File: config.mk
export PLATFORM = sky130hd
export DESIGN_NAME = sie_phase_sequencer
export DESIGN_NICKNAME = d
export VERILOG_FILES = /design/src/rtl/sie_pkg.sv /design/src/rtl/sie_countdown.sv /design/src/rtl/sie_phase_sequencer.sv
export SDC_FILE = /design/constraint.sdc
export NUM_CORES = 1
export LEC_CHECK = 0
export ABC_AREA = 1
export CAP_MARGIN = 20
export CORE_ASPECT_RATIO = 0.75
export CORE_MARGIN = 1.5
export CORE_UTILIZATION = 49
export DETAILED_ROUTE_END_ITERATION = 10
export PLACE_DENSITY = 0.78
export SYNTH_ARGS = -nofsm -noshare
export SYNTH_HDL_FRONTEND = slang
export SYNTH_SLANG_ARGS = --single-unit
File: constraint.sdc
create_clock -name clk -period 2.4 [get_ports clk]
set_input_delay 0.72 -clock clk [delete_from_list [all_inputs] [get_ports clk]]
set_output_delay 0.72 -clock clk [all_outputs]
set_load 0.005 [all_outputs]
File: src/rtl/sie_pkg.sv
// -----------------------------------------------------------------------------
// sie_pkg
// Shared definitions for the Schumann Ignition Event (SIE) sequencing path.
// The configuration controller, the phase sequencer and the downstream
// oscillator/coupling blocks all import the same phase codes from here.
//   DUR_W        : default width of duration words and countdowns
//   sie_phase_e  : 3-bit phase code; code 0 is never driven by the sequencer
// -----------------------------------------------------------------------------
package sie_pkg;

   localparam int DUR_W = 16;

   typedef enum logic [2:0] {
      SIE_ILLEGAL     = 3'd0,
      SIE_IDLE        = 3'd1,
      SIE_COHERENCE   = 3'd2,
      SIE_IGNITION    = 3'd3,
      SIE_PLATEAU     = 3'd4,
      SIE_PROPAGATION = 3'd5,
      SIE_DECAY       = 3'd6,
      SIE_REFRACTORY  = 3'd7
   } sie_phase_e;

endpackage

File: src/rtl/sie_countdown.sv
// -----------------------------------------------------------------------------
// sie_countdown
// Load / decrement / zero-flag counter used as the per-phase countdown.
//   clk, rst   : system clock, synchronous active-high reset
//   clk_en     : 4 kHz update strobe; load and decrement only act when high
//   clr        : immediate clear, independent of clk_en
//   load       : load load_val (priority over decrement)
//   load_val   : value to load
//   count      : current count
//   zero       : count == 0
// The count never wraps: it only decrements while non-zero.
// -----------------------------------------------------------------------------
module sie_countdown #(
   parameter int DUR_W = 16
) (
   input  logic             clk,
   input  logic             rst,
   input  logic             clk_en,
   input  logic             clr,
   input  logic             load,
   input  logic [DUR_W-1:0] load_val,
   output logic [DUR_W-1:0] count,
   output logic             zero
);

   logic [DUR_W-1:0] r_count;

   always_ff @(posedge clk) begin
      if (rst || clr) begin
         r_count <= '0;
      end else if (clk_en) begin
         if (load) begin
            r_count <= load_val;
         end else if (r_count != '0) begin
            r_count <= r_count - 1'b1;
         end
      end
   end

   assign count = r_count;
   assign zero  = (r_count == '0);

endmodule

File: src/rtl/sie_phase_sequencer.sv
// -----------------------------------------------------------------------------
// sie_phase_sequencer
// Walks one Schumann Ignition Event through COHERENCE, IGNITION, PLATEAU,
// PROPAGATION and DECAY on a trigger, then holds REFRACTORY before IDLE.
// Durations are latched at acceptance; each phase lasts max(dur,1) clk_en
// cycles.
//   clk, rst            : system clock, synchronous active-high reset
//   clk_en              : 4 kHz update strobe (1 count = 250 us)
//   trigger, abort      : event request / early termination (clk_en cycles)
//   sie_phaseN_dur      : phase 2..6 durations in clk_en counts
//   sie_refractory      : refractory duration in clk_en counts
//   sie_phase           : current phase code
//   sie_active          : high in phases 2..6
//   phase_remaining     : clk_en counts left in the current phase, minus 1
//   sie_start/sie_done  : one-clk pulses at acceptance / decay end or abort
//   trig_rejected       : one-clk pulse for a trigger outside IDLE
//   event_count         : accepted events, saturating at all-ones
// -----------------------------------------------------------------------------
module sie_phase_sequencer #(
   parameter int DUR_W = sie_pkg::DUR_W,
   parameter int CNT_W = 16
) (
   input  logic             clk,
   input  logic             rst,
   input  logic             clk_en,
   input  logic             trigger,
   input  logic             abort,
   input  logic [DUR_W-1:0] sie_phase2_dur,
   input  logic [DUR_W-1:0] sie_phase3_dur,
   input  logic [DUR_W-1:0] sie_phase4_dur,
   input  logic [DUR_W-1:0] sie_phase5_dur,
   input  logic [DUR_W-1:0] sie_phase6_dur,
   input  logic [DUR_W-1:0] sie_refractory,
   output logic [2:0]       sie_phase,
   output logic             sie_active,
   output logic [DUR_W-1:0] phase_remaining,
   output logic             sie_start,
   output logic             sie_done,
   output logic             trig_rejected,
   output logic [CNT_W-1:0] event_count
);

   import sie_pkg::*;

   // Countdown load value for a duration: max(d,1) - 1
   function automatic logic [DUR_W-1:0] eff_m1(input logic [DUR_W-1:0] d);
      return (d == '0) ? '0 : d - 1'b1;
   endfunction

   sie_phase_e       r_phase;
   logic             r_active, r_start, r_done, r_rej;
   logic [CNT_W-1:0] r_count;
   logic [DUR_W-1:0] r_p2, r_p3, r_p4, r_p5, r_p6, r_refr;

   logic             w_mid, w_zero, w_load, w_clr;
   logic [DUR_W-1:0] w_load_val, w_rem;

   assign w_mid = (r_phase inside {SIE_COHERENCE, SIE_IGNITION, SIE_PLATEAU,
                                   SIE_PROPAGATION, SIE_DECAY});
   assign w_clr = (r_phase == SIE_ILLEGAL);

   // Countdown reload decision; the FSM below makes the matching phase move.
   // Phase 2 loads from the live input since the snapshot is taken on the
   // same edge.
   always_comb begin
      w_load     = 1'b0;
      w_load_val = '0;
      if (r_phase == SIE_IDLE) begin
         w_load     = trigger;
         w_load_val = eff_m1(sie_phase2_dur);
      end else if (w_mid && abort) begin
         w_load     = 1'b1;
         w_load_val = eff_m1(r_refr);
      end else if (w_mid && w_zero) begin
         w_load = 1'b1;
         case (r_phase)
            SIE_COHERENCE:   w_load_val = eff_m1(r_p3);
            SIE_IGNITION:    w_load_val = eff_m1(r_p4);
            SIE_PLATEAU:     w_load_val = eff_m1(r_p5);
            SIE_PROPAGATION: w_load_val = eff_m1(r_p6);
            default:         w_load_val = eff_m1(r_refr);
         endcase
      end
   end

   sie_countdown #(.DUR_W(DUR_W)) u_countdown (
      .clk      (clk),
      .rst      (rst),
      .clk_en   (clk_en),
      .clr      (w_clr),
      .load     (w_load),
      .load_val (w_load_val),
      .count    (w_rem),
      .zero     (w_zero)
   );

   always_ff @(posedge clk) begin
      if (rst) begin
         r_phase  <= SIE_IDLE;
         r_active <= 1'b0;
         r_start  <= 1'b0;
         r_done   <= 1'b0;
         r_rej    <= 1'b0;
         r_count  <= '0;
         r_p2     <= '0;
         r_p3     <= '0;
         r_p4     <= '0;
         r_p5     <= '0;
         r_p6     <= '0;
         r_refr   <= '0;
      end else begin
         r_start <= 1'b0;
         r_done  <= 1'b0;
         r_rej   <= 1'b0;
         if (r_phase == SIE_ILLEGAL) begin
            // Corrupted state code: recover without waiting for clk_en
            r_phase  <= SIE_IDLE;
            r_active <= 1'b0;
         end else if (clk_en) begin
            if (r_phase == SIE_IDLE) begin
               if (trigger) begin
                  r_phase  <= SIE_COHERENCE;
                  r_active <= 1'b1;
                  r_start  <= 1'b1;
                  r_p2     <= sie_phase2_dur;
                  r_p3     <= sie_phase3_dur;
                  r_p4     <= sie_phase4_dur;
                  r_p5     <= sie_phase5_dur;
                  r_p6     <= sie_phase6_dur;
                  r_refr   <= sie_refractory;
                  if (r_count != '1) r_count <= r_count + 1'b1;
               end
            end else begin
               // Triggers are never queued outside IDLE
               r_rej <= trigger;
               if (w_mid && abort) begin
                  r_phase  <= SIE_REFRACTORY;
                  r_active <= 1'b0;
                  r_done   <= 1'b1;
               end else if (w_zero) begin
                  case (r_phase)
                     SIE_COHERENCE:   r_phase <= SIE_IGNITION;
                     SIE_IGNITION:    r_phase <= SIE_PLATEAU;
                     SIE_PLATEAU:     r_phase <= SIE_PROPAGATION;
                     SIE_PROPAGATION: r_phase <= SIE_DECAY;
                     SIE_DECAY: begin
                        r_phase  <= SIE_REFRACTORY;
                        r_active <= 1'b0;
                        r_done   <= 1'b1;
                     end
                     default: begin
                        r_phase  <= SIE_IDLE;
                        r_active <= 1'b0;
                     end
                  endcase
               end
            end
         end
      end
   end

   assign sie_phase       = r_phase;
   assign sie_active      = r_active;
   assign phase_remaining = w_rem;
   assign sie_start       = r_start;
   assign sie_done        = r_done;
   assign trig_rejected   = r_rej;
   assign event_count     = r_count;

endmodule
== After elaboration in Yosys (flattened, before gate mapping) ==
Index checks and enable logic that the tools add are counted.
Storage, ports and cells
  word-level logic and storage cells: 85
  register bits: 119
Operators by class
  mux-type cells: 29
  equal/unequal tests: 9
  bitwise logic cells: 3
  $add $sub $neg: 8
  reductions and logical operators: 24
Operators by type and width (count)
  $mux 16: 11
  $logic_not 16->1: 7
  $sub 16x1->16 const B: 7
  $pmux 16 s4: 1
  $add 16x1->16 const B: 1
  $ne 16x16->1 const B: 1
  $reduce_bool 16->1: 1
  $pmux 3 s5: 1
  $mux 1: 12
  $mux 3: 4
  $reduce_or 4->1: 3
  $eq 3x3->1 const B: 3
  $reduce_and 4->1: 2
  $eq 3x2->1 const B: 2
  $reduce_and 5->1: 1
  $reduce_bool 5->1: 1
  $eq 3x1->1 const B: 1
  $logic_not 3->1: 1
  $ne 3x1->1 const B: 1
  $not 1->1: 3
  $reduce_and 3->1: 1
  $reduce_bool 3->1: 1
  $logic_and 1x1->1: 2
  $ne 2x2->1 const B: 1
  4 further kinds: 4

== Logic depth before layout (Yosys ltp) ==
  depth in word-level cells: 8
  mapped depth: 17
  depth with buffers taken out: 17

== Cells and area by module ==
Synthesis repeated with hierarchy kept, for this count alone.
Second synthesis, totals
  cell total of the unflattened synthesis: 1332
  area, all modules: 8122.8 sq um
By module, submodules not included
  sie_phase_sequencer: cells an instance 1131, seq. area each 2062.0 sq um, times used 1, area an instance 6935.4 sq um
  sie_countdown: cells an instance 201, seq. area each 320.3 sq um, times used 1, area an instance 1187.4 sq um

== Worst setup path after synthesis ==
Ideal clock, no wire load.
  path kind: input -> register
  start point: input sie_phase2_dur[0]
  end point: register u_countdown.r_count[13] (netlist: u_countdown.count[13])
  slack: -0.046 ns
  data arrival time: 2.313 ns
  stages on the path: 14
  required time: 2.268 ns
  path buffers: 1
  cell sequence: inv_1 -> ha_1 -> inv_1 -> nor3_1 -> nand2_1 -> nor2_1 -> nand2_1 -> o21ai_2 -> inv_1 -> buf_2 -> a21oi_1 -> nand2_1 -> nand2_1 -> a21oi_1
Between the ends
  cells in the longest elaborated chain, start to end: 4
RTL lines
  from (decl): line sie_phase_sequencer.sv:28  | input logic [DUR_W-1:0] sie_phase2_dur,
  $sub 16x1->16 / $logic_not 16->1 (equally long branches): line sie_phase_sequencer.sv:47  | return (d == '0) ? '0 : d - 1'b1;
  $mux 16 *: line sie_phase_sequencer.sv:47
  $mux 16 *: line sie_phase_sequencer.sv:68  | if (r_phase == SIE_IDLE) begin
  $mux 16 *: line sie_countdown.sv:32  | if (load) begin
  to (signal assigned): line sie_countdown.sv:33  | r_count <= load_val;
  to (signal assigned): line sie_countdown.sv:35  | r_count <= r_count - 1'b1;
  to (decl): line sie_countdown.sv:26  | logic [DUR_W-1:0] r_count;
Every way passes the cells marked *; elsewhere a longest branch is shown, timed or not.
A chain may end at the register's enable or synchronous reset.

== Worst setup path after layout ==
  start point: input sie_phase2_dur[3]
  end point: register u_countdown.r_count[6] (netlist: u_countdown.count[6])
Same word-level chain as after synthesis.

==> results <==
metal layers:
metal | GRT usage | share of wire | vias to the layer above
met4 | 0.07789 | 0.014 | 0
li1 | - | - | 4594
met5 | 0 | 0 | -
met1 | 0.4675 | 0.48 | 4044
met3 | 0.07097 | 0.10 | 30
met2 | 0.4154 | 0.40 | 430
state kept, by name (all words and copies together), names as in the netlist:
register,flops
event_count,16
r_refr,16
sie_phase,3
r_p6,16
sie_active,1
r_p5,16
r_p4,16
r_p3,16
sie_done,1
u_countdown.count,16
sie_start,1
trig_rejected,1
tightest hold or removal path: cells and delay by family, from the launching register on:
family          cells  cell delay (ns)
buf+inv             1             0.07
compound gates      1             0.06
flops               1             0.31
final timing paths:
kind / start / endpoint / cells past startpoint
setup / recovery: sie_phase2_dur[3] / u_countdown.count[6] / 11
hold / removal: r_p5[1] / r_p5[1] / 2
setup reg to reg: u_countdown.count[0] / u_countdown.count[15] / 13
hold reg to reg: r_p5[1] / r_p5[1] / 2
cell type report:
| cell class | instances | area (um2) |
|---|---|---|
| clock buffers | 20 | 466.7 |
| clock inverters | 12 | 150.1 |
| fillers | 1297 | 4572 |
| inverters | 156 | 594.3 |
| multi-input cells | 983 | 4873 |
| flip-flops and latches | 119 | 2384 |
| well taps | 205 | 256.5 |
| repair buffers | 226 | 2165 |
| repair inverters | 1 | 7.507 |
synth_stat cells (all sizes together) (10+ instances only):
cell type,instances
o21ai,112
nand3,88
inv,152
xor2,55
clkbuf,25
nand2,303
nor2,209
buf,17
ha,10
a21oi,144
dfxtp,119
nor3,26
nand4,14
where the power goes:
part,switching (mW),internal [mW]
Combinational,4.55,3.09
Clock,0.951,1.71
Sequential,0.485,2.42
cells in the final DEF, fill, tap and decap left out, drive strengths merged, types with 55 or more instances in the layout:
cell type / count
a21oi: 144
buf: 87
clkdlybuf4s50: 136
dfxtp: 119
inv: 152
nand2: 303
nand3: 88
nor2: 209
o21ai: 113
xor2: 55
per-stage QoR:
step                std cells  setup slack, ns  instance area [um2]
detailed placement       1679          -0.3468                 9997
floorplan                1299          0.02424                 7874
CTS                      1711          0.01321                10620
global placement         1679          -0.2794                 9997
global route             1722         -0.04884                10900
finish                   1722          0.04415                10900
cells by family (layout without fill, tap and decap cells):
kind of cell,count (synthesis),count (layout),share of synthesized area
flip-flops,119,119,0.3028
AO/OA/AOI/OAI,261,262,0.1700
XOR/XNOR,61,61,0.06790
adder cells (fa/ha/maj),10,10,0.01590
AND/OR/NAND/NOR,650,650,0.3433
buffers and inverters,198,415,0.1002
timing repair:
action                     in CTS  in global routing
buffers inserted                0                  9
setup endpoints to repair       5                 20
gates resized for setup         2                 47
pin swaps                       0                 11
cloned                          0                  2
hold endpoints to repair        0                  0
==> out/summary.json <==
{
  "timing_max_transition_violations_final": 0,
  "cts_tree": "done",
  "floorplan.rows": 39,
  "route.detailed.vias_per_inst": 5.283,
  "critical-path-top-cell-by-count": "sky130_fd_sc_hd__nand2_1",
  "routabilityCongestion": 1.003,
  "crit_path_end_kind": "flop",
  "drive_gt1_frac": 0.1220,
  "hold_class": "flop to flop",
  "max_freq_mhz": 424.5,
  "utilization": 0.7044,
  "maxSlewHeadroom": 0.6586,
  "max_stage_delay_ns": 0.51,
  "core_um2": 15470,
  "synthFlopType": "sky130_fd_sc_hd__dfxtp_1",
  "synth_cell_types": 35,
  "num_vias": 9098,
  "rsz_0062_raised_after_global_routing": "true",
  "synth_edf_count": 0,
  "total_detailed_routing_wirelength_um": 25670,
  "syn-cell-area_um2": 7869,
  "via_count_of_the_first_global_routing_pass": 8139,
  "drt_pre_antenna_iters": 6,
  "dr.first_iter.drc_count": 887,
  "cellLeakagePower_nw": 4.816,
  "antenna_found_initial": 0,
  "hold_slack_ns": 0.4797,
  "post_synthesis_cell_count": 1299,
  "start_util": 0.5087,
  "die_h_um": 112.7,
  "cp.arrival_ns": 2.67,
  "timing.final.setup_violations": 0,
  "cp_num_buf_inv": 2,
  "critPathSlowestCell": "sky130_fd_sc_hd__clkdlybuf4s50_1",
  "synthDominantAreaCellType": "sky130_fd_sc_hd__dfxtp_1",
  "synthesis.nets": 1410,
  "detailedPlacementHpwl_um": 19150,
  "n_antenna_cell": 0,
  "final_min_period_over_clock_period": 0.9816,
  "worst_skew_pair.late_latency_ns": 0.43,
  "final_nets": 1615,
  "drv.max_cap_violation_count": 0,
  "ctsHtreeMaxLevel": 4,
  "p_per_area_nw_per_um2": 1211,
  "setup_crit_path_kind": "input pin to flop",
  "yosys_register_bits": 119,
  "postSynthAreaPerCell_um2": 6.058,
  "port_buffers": 139,
  "max_slew.worst_pin.slew_ns": 0.5075,
  "fp.dieArea_um2": 16840,
  "timing.critical_path.cells": "clkdlybuf4s50_1 -> nor3_4 -> nand2_2 -> nor2_4 -> nand2_4 -> o21ai_4 -> clkinvlp_4 -> a21oi_2 -> nand2_1 -> nand2_1 -> a21oi_1",
  "number_of_hold_slack_violations_in_the_final_timing_report": 0,
  "run_status": "completed",
  "critPathRequiredTime_ns": 2.71,
  "period_needed_ns": 2.356,
  "clkSinkCount": 119,
  "path_delay_family": "buffers and inverters",
  "peakVddDrop_mv": 0.6201,
  "fin_total_pwr_mw": 13.20,
  "drtAntennaViolNets": 0,
  "cts_made_buffers": 17,
  "yosys.area.top_type_share": 0.3028,
  "critPathMaxFanout": 6,
  "floorplan.io_pins": 140,
  "seq_area_frac_synth": 0.3028,
  "ys_async_sr_fraction": 0,
  "final_clock_skew_ns": 0.005964,
  "dieWidth_um": 149.3,
  "count_of_unresolved_drc_violations_after_routing": 0,
  "cts-root-buf": "sky130_fd_sc_hd__clkbuf_16",
  "grt_pass1_wl_um": 40170,
  "global_route.usage.total": 0.3030,
  "wl_per_cell_um": 14.90,
  "setup_total_negative_slack_ns": 0,
  "yosys_warnings": 0,
  "clkSlewWorstSetupHoldPaths_ns": 0.06,
  "r2r_slack_ns": 0.09,
  "postCtsHoldBufs": 0,
  "clock_tree.buffer_depth": 2,
  "total_grt_overflow": 0,
  "pin_count_of_the_biggest_net_entering_global_routing": 93,
  "synth_top_cells_by_area": "sky130_fd_sc_hd__dfxtp_1 30%, sky130_fd_sc_hd__nand2_1 14%, sky130_fd_sc_hd__nor2_1 9.6%",
  "area_growth_syn_to_fin_pct": 38.48,
  "nature_of_the_critical_path_startpoint": "input pin"
}
No activity file was read; power rests on OpenSTA's default activity.
